`config.mk`:
```
export PLATFORM = sky130hd
export DESIGN_NAME = seg_scan_ctrl
export DESIGN_NICKNAME = d
export VERILOG_FILES = /design/src/rtl/seg_scan_ctrl.sv
export SDC_FILE = /design/constraint.sdc
export NUM_CORES = 1
export LEC_CHECK = 0
export BUFFER_PORTS_ARGS = -buffer_cell sky130_fd_sc_hd__buf_4
export CORE_AREA = 3 3 93 69
export DETAILED_ROUTE_END_ITERATION = 10
export DIE_AREA = 0 0 96 72
export GPL_ROUTABILITY_DRIVEN = 0
export PLACE_DENSITY = 0.69
export RECOVER_POWER = 50
export SKIP_CTS_REPAIR_TIMING = 1
export SYNTH_ARGS = -nofsm -noshare
export SYNTH_HDL_FRONTEND = slang
export SYNTH_SLANG_ARGS = --single-unit
```
`constraint.sdc`:
```
create_clock -name clk_i -period 2.6 [get_ports clk_i]
set_input_delay 0.13 -clock clk_i [delete_from_list [all_inputs] [get_ports clk_i]]
set_output_delay 0.13 -clock clk_i [all_outputs]
set_load 0.01 [all_outputs]
```
`src/rtl/seg_scan_ctrl.sv`:
```
// Multiplexed scan controller for an N-digit common-anode 7-segment display.
// Optional leading-zero blanking when SEG_LZB_EN is defined.
module seg_scan_ctrl #(
    parameter int N_DIGITS    = 4,
    parameter int DIV         = 1000,
    parameter int SHOW_TICKS  = 4,
    parameter int BLANK_TICKS = 1
) (
    input  logic                  clk_i,
    input  logic                  rst_i,
    input  logic                  enable_i,
    input  logic [4*N_DIGITS-1:0] data_in_i,
    input  logic [N_DIGITS-1:0]   dp_in_i,
    input  logic                  load_valid_i,
    output logic                  load_ready_o,
    output logic [3:0]            nibble_out_o,
    output logic [N_DIGITS-1:0]   digit_sel_n_o,
    output logic                  dp_n_o,
    output logic                  frame_done_o
);

    localparam int CW   = $clog2(DIV);
    localparam int IW   = $clog2(N_DIGITS);
    localparam int TMAX = (SHOW_TICKS > BLANK_TICKS) ? SHOW_TICKS : BLANK_TICKS;
    localparam int SW   = $clog2(TMAX + 1);

    typedef enum logic {ST_BLANK, ST_SHOW} state_t;

    state_t                state_q, state_d;
    logic [IW-1:0]         idx_q, idx_d;
    logic [CW-1:0]         cnt_q, cnt_d;
    logic [SW-1:0]         slot_q, slot_d;
    logic [4*N_DIGITS-1:0] disp_q, disp_d, pend_q, pend_d;
    logic [N_DIGITS-1:0]   dpd_q, dpd_d, pdp_q, pdp_d;
    logic                  full_q, full_d;
    logic [N_DIGITS-1:0]   sel_q, sel_d;
    logic [3:0]            nib_q, nib_d;
    logic                  dpn_q, dpn_d;
    logic                  fd_q, fd_d;
    logic                  tick, wrap, lzb_dark;

    assign tick = enable_i && (cnt_q == CW'(DIV - 1));

    always_comb begin
        cnt_d   = cnt_q;
        state_d = state_q;
        idx_d   = idx_q;
        slot_d  = slot_q;
        wrap    = 1'b0;
        if (!enable_i) begin
            cnt_d   = '0;
            state_d = ST_BLANK;
            idx_d   = '0;
            slot_d  = '0;
        end else begin
            cnt_d = tick ? '0 : cnt_q + 1'b1;
            case (state_q)
                ST_BLANK: begin
                    if (BLANK_TICKS == 0) begin
                        state_d = ST_SHOW;
                    end else if (tick) begin
                        if (slot_q == SW'(BLANK_TICKS - 1)) begin
                            state_d = ST_SHOW;
                            slot_d  = '0;
                        end else begin
                            slot_d = slot_q + 1'b1;
                        end
                    end
                end
                ST_SHOW: begin
                    if (tick) begin
                        if (slot_q == SW'(SHOW_TICKS - 1)) begin
                            state_d = (BLANK_TICKS == 0) ? ST_SHOW : ST_BLANK;
                            slot_d  = '0;
                            if (idx_q == IW'(N_DIGITS - 1)) begin
                                idx_d = '0;
                                wrap  = 1'b1;
                            end else begin
                                idx_d = idx_q + 1'b1;
                            end
                        end else begin
                            slot_d = slot_q + 1'b1;
                        end
                    end
                end
                default: state_d = ST_BLANK;
            endcase
        end
    end

    // Transfer needs full, capture needs empty, so they never collide.
    always_comb begin
        pend_d = pend_q;
        pdp_d  = pdp_q;
        disp_d = disp_q;
        dpd_d  = dpd_q;
        full_d = full_q;
        if (full_q && (wrap || !enable_i)) begin
            disp_d = pend_q;
            dpd_d  = pdp_q;
            full_d = 1'b0;
        end else if (load_valid_i && !full_q) begin
            pend_d = data_in_i;
            pdp_d  = dp_in_i;
            full_d = 1'b1;
        end
    end

`ifdef SEG_LZB_EN
    logic [N_DIGITS-1:0] lz;

    always_comb begin
        lz       = '1;
        lzb_dark = 1'b0;
        for (int i = 0; i < N_DIGITS; i++) begin
            for (int j = 0; j < N_DIGITS; j++) begin
                if (j >= i && (disp_d[4*j +: 4] != 4'h0 || dpd_d[j])) lz[i] = 1'b0;
            end
        end
        for (int i = 0; i < N_DIGITS; i++) begin
            if (i != 0 && idx_d == IW'(i) && lz[i]) lzb_dark = 1'b1;
        end
    end
`else
    assign lzb_dark = 1'b0;
`endif

    always_comb begin
        sel_d = '1;
        nib_d = nib_q;
        dpn_d = 1'b1;
        fd_d  = wrap;
        for (int i = 0; i < N_DIGITS; i++) begin
            if (state_d == ST_SHOW && idx_d == IW'(i)) begin
                nib_d = disp_d[4*i +: 4];
                if (!lzb_dark) begin
                    sel_d[i] = 1'b0;
                    dpn_d    = ~dpd_d[i];
                end
            end
        end
    end

    always_ff @(posedge clk_i) begin
        if (rst_i) begin
            state_q <= ST_BLANK;
            idx_q   <= '0;
            cnt_q   <= '0;
            slot_q  <= '0;
            disp_q  <= '0;
            dpd_q   <= '0;
            pend_q  <= '0;
            pdp_q   <= '0;
            full_q  <= 1'b0;
            sel_q   <= '1;
            nib_q   <= '0;
            dpn_q   <= 1'b1;
            fd_q    <= 1'b0;
        end else begin
            state_q <= state_d;
            idx_q   <= idx_d;
            cnt_q   <= cnt_d;
            slot_q  <= slot_d;
            disp_q  <= disp_d;
            dpd_q   <= dpd_d;
            pend_q  <= pend_d;
            pdp_q   <= pdp_d;
            full_q  <= full_d;
            sel_q   <= sel_d;
            nib_q   <= nib_d;
            dpn_q   <= dpn_d;
            fd_q    <= fd_d;
        end
    end

    assign load_ready_o  = ~full_q;
    assign nibble_out_o  = nib_q;
    assign digit_sel_n_o = sel_q;
    assign dp_n_o        = dpn_q;
    assign frame_done_o  = fd_q;

endmodule

```
==> metrics.csv <==
stage,metric,value,unit
placement,IO Port Bufs,34,
clock_tree,CTS tree,built,
setup_path,CP max FO,11,
floorplanning,Row Count,23,
yosys,Yosys top cell area share,0.4875,
clock_tree,H-tree depth,3,
yosys,"top cells by area, synth","dfxtp_1 49%, nand2_1 13%, a21oi_1 9.1%, nor2_1 3.0%, ha_1 2.7%",
setup_path,crit-path cells,"ha_1, ha_1, and2_1, and4_4, mux2_2, nor2_1, a21oi_1, a221o_1",
yosys,"top cells by count, synth","98 x nand2_1, 67 x dfxtp_1, 50 x a21oi_1",
clock_tree,Sink Count,67,
sta,Max Clk Rate,431.4,MHz
global_route,GRT busiest layer,met1,
floorplanning,die area,6912,sq um
setup_path,Worst setup EP type,register,
cells_and_area,n_diodes,0,
yosys,most numerous cell in the Yosys netlist,nand2_1,
power_and_ir_drop,Power Density,603.8,nW/um^2
global_route,met1 Use GR,0.2641,
yosys,"area leader, netlist",dfxtp_1,
setup_path,Crit Path Class,reg -> reg,
floorplanning,I/O Pins,35,
sta,unrepaired setup endpoints after global routing,no,
global_route,largest net degree at the start of global routing,48,
cells_and_area,Final nets,393,
clock_tree,clk buf depth,2,
setup_path,"Data required, critical path",2830,ps
power_and_ir_drop,P_sw,444.9,uW
setup_path,crit start category,register,
hold_path,worst min path class,in -> reg,
global_route,total gr overflow,0,
clock_tree,worst skew pair latency,340,ps
clock_tree,clock-pin slew on the worst setup and hold paths,70,ps
power_and_ir_drop,Internal Power,1.466,mW
setup_path,"Buf+Inv Stages, Crit Path",0,
yosys,Post-synth EDFFs,0,
cells_and_area,final core occ,0.5641,
power_and_ir_drop,Switching Fraction,0.2328,
sta,Tightest Pin Transition,728.1,ps
setup_path,cell mode on critical path,ha_1,
clock_tree,Root Buffer,clkbuf_8,
floorplanning,die width,96,um
power_and_ir_drop,Clk pwr share,0.375,
power_and_ir_drop,Sequential Power Share,0.559,
setup_path,crit path max-delay cell type,mux2_2,
global_route,first-pass GRT wire length,9887,um
setup_path,arrival time at the worst endpoint,2540,ps
yosys,asr flop ratio synth,0,
cells_and_area,fillers,550,
placement,DPL Wire Length,3976,um
drt,DR WL/cell,12.82,um
setup_path,peak per-stage delay on the critical path,440,ps
cells_and_area,multi-input combinational cell area,1292,sq um
floorplanning,Starting Density,0.4903,
cells_and_area,area grow syn2layout,15.05,%
sta,Final Cycle Share,0.8916,
yosys,average size of a mapped cell,8.312,sq um
outcome,status,completed,
setup_path,Top delay family on crit path,simple AND/OR/NAND/NOR gates,
drt,initial DRC count,129,
drt,Routed Wire Length,5665,um
sta,Final min period,2318,ps
floorplanning,core area,5612,sq um
power_and_ir_drop,Worst VDD drop,0.3354,mV
drt,drc violations,0,
yosys,predominant post-synthesis flop cell,dfxtp_1,
yosys,syn_nets,361,
floorplanning,Die Height,72,um
yosys,post-synthesis register bit count,67,
cells_and_area,FF/Latch Area,1341,sq um
yosys,post-synthesis sequential area ratio,0.4875,
drt,DR vias/cell,5.052,
yosys,synthesized cell area,2751,sq um
yosys,Yosys cell types,48,
global_route,GRT met3 Usage,0.06839,
power_and_ir_drop,Static Leak,1.184,nW
global_route,vias in the first global route,2110,
drt,drt first pass iters,4,
cells_and_area,share of layout cells above drive strength 1,0.1444,
drt,via count,2233,
global_route,GRT Total Usage,0.1837,
sta,Slew HR,0.5134,
sta,Final Skew,9.872,ps
sta,setup tns final,0,ps
clock_tree,cts bufs inserted,9,
yosys,Post-Synthesis Cells,331,
global_route,initial antenna violation count,0,
drt,post-route ant nets,0,
sta,Final Setup Violations,0,
power_and_ir_drop,power share of the combinational group,0.066,
flow_run,maxcap violations,0,
global_route,M2 GR Usage,0.2471,
yosys,YS warnings,0,
sta,Max Slew Vio Count,0,
sta,final hold vios,0,
[layout make-up]
type                    count  area share
flip-flops and latches     67      0.4237
multi-input cells         239      0.4083
repair buffers             39     0.07945
clock buffers              12     0.04585
well taps                  75     0.02964
inverters                   7    0.008300
clock inverters             3    0.004743
[power by group through the flow]
| stage | combinational (mW) | sequential [mW] | clock, mW |
|---|---|---|---|
| global placement | 0.126 | 1.09 | 0 |
| global route | 0.144 | 1.07 | 0.776 |
| CTS | 0.128 | 1.07 | 0.737 |
| floorplan | 0.0819 | 1.09 | 0 |
| detailed placement | 0.127 | 1.09 | 0 |
| finish | 0.125 | 1.07 | 0.718 |
[routing by layer]
layer  vias to the layer above  part of all wire
li1                       1179                 -
met5                         -                 0
met4                         0             0.013
met2                        44              0.41
met1                      1002              0.52
met3                         8             0.052
[logic make-up (layout without fill, tap and decap cells)]
kind of cell | after synthesis | count (layout) | synth area share
AO/OA/AOI/OAI | 72 | 72 | 0.1605
XOR/XNOR | 7 | 7 | 0.02228
adder cells (fa/ha/maj) | 6 | 6 | 0.02728
buffers and inverters | 25 | 61 | 0.04275
flip-flops | 67 | 67 | 0.4875
multiplexers | 5 | 5 | 0.02137
AND/OR/NAND/NOR | 149 | 149 | 0.2383
[layout by cell type, fill, tap and decap left out, types with 2 or more instances in the layout]
cell	synthesis	final
mux2i_2	2	2
ha_1	6	6
or3_1	2	2
clkinv_2	0	3
nand2b_1	2	2
a21oi_1	50	50
nor2_1	22	22
clkbuf_8	0	10
o2bb2ai_1	3	3
clkbuf_1	7	13
o221ai_1	3	3
a31oi_1	2	2
buf_4	1	28
mux2i_1	2	2
nor2b_1	2	2
nand3_1	6	6
xnor2_1	3	3
dfxtp_1	67	67
and4_1	2	2
and3_1	2	2
nor3_1	2	2
nand4_1	2	2
nand2_1	98	98
xor2_1	4	4
a22oi_1	4	4
inv_1	6	6
[sequential cells by signal, indices dropped and copies added (netlist names), 2 cells and up]
| register | count |
|---|---|
| nibble_out_o | 4 |
| pend_q | 16 |
| disp_q | 16 |
| dpd_q | 4 |
| cnt_q | 10 |
| slot_q | 3 |
| digit_sel_n_o | 4 |
| idx_q | 2 |
| pdp_q | 4 |
[metrics by stage]
| step | cells | hold WS [ps] | setup slack, ps | power (mW) | area (sq um) |
|---|---|---|---|---|---|
| 4_1_cts | 442 | 20.30 | 308.1 | 1.933 | 3207 |
| 5_1_grt | 442 | 26.57 | 195.9 | 1.992 | 3166 |
| 6_report | 442 | 33.29 | 281.8 | 1.911 | 3166 |
| 2_1_floorplan | 331 | 266.0 | 472.7 | 1.168 | 2751 |
| 3_5_place_dp | 427 | 385.0 | 317.6 | 1.219 | 3047 |
| 3_3_place_gp | 427 | 377.8 | 419.7 | 1.217 | 3047 |
[tightest hold or removal path, stage by stage]
cell	delay [ps]
buf_4	110
nand2_1	40
a21oi_1	50
[path summary, 6_finish.rpt]
| kind | startpoint | end | slack (ps) | cells past startpoint |
|---|---|---|---|---|
| min reg2reg | pend_q[2] | disp_q[2] | 450 | 2 |
| min | dp_in_i[3] | pdp_q[3] | 30 | 3 |
| max | slot_q[0] | nibble_out_o[3] | 280 | 8 |
| max reg2reg | slot_q[0] | nibble_out_o[3] | 280 | 8 |
No activity file was read; power rests on OpenSTA's default activity.
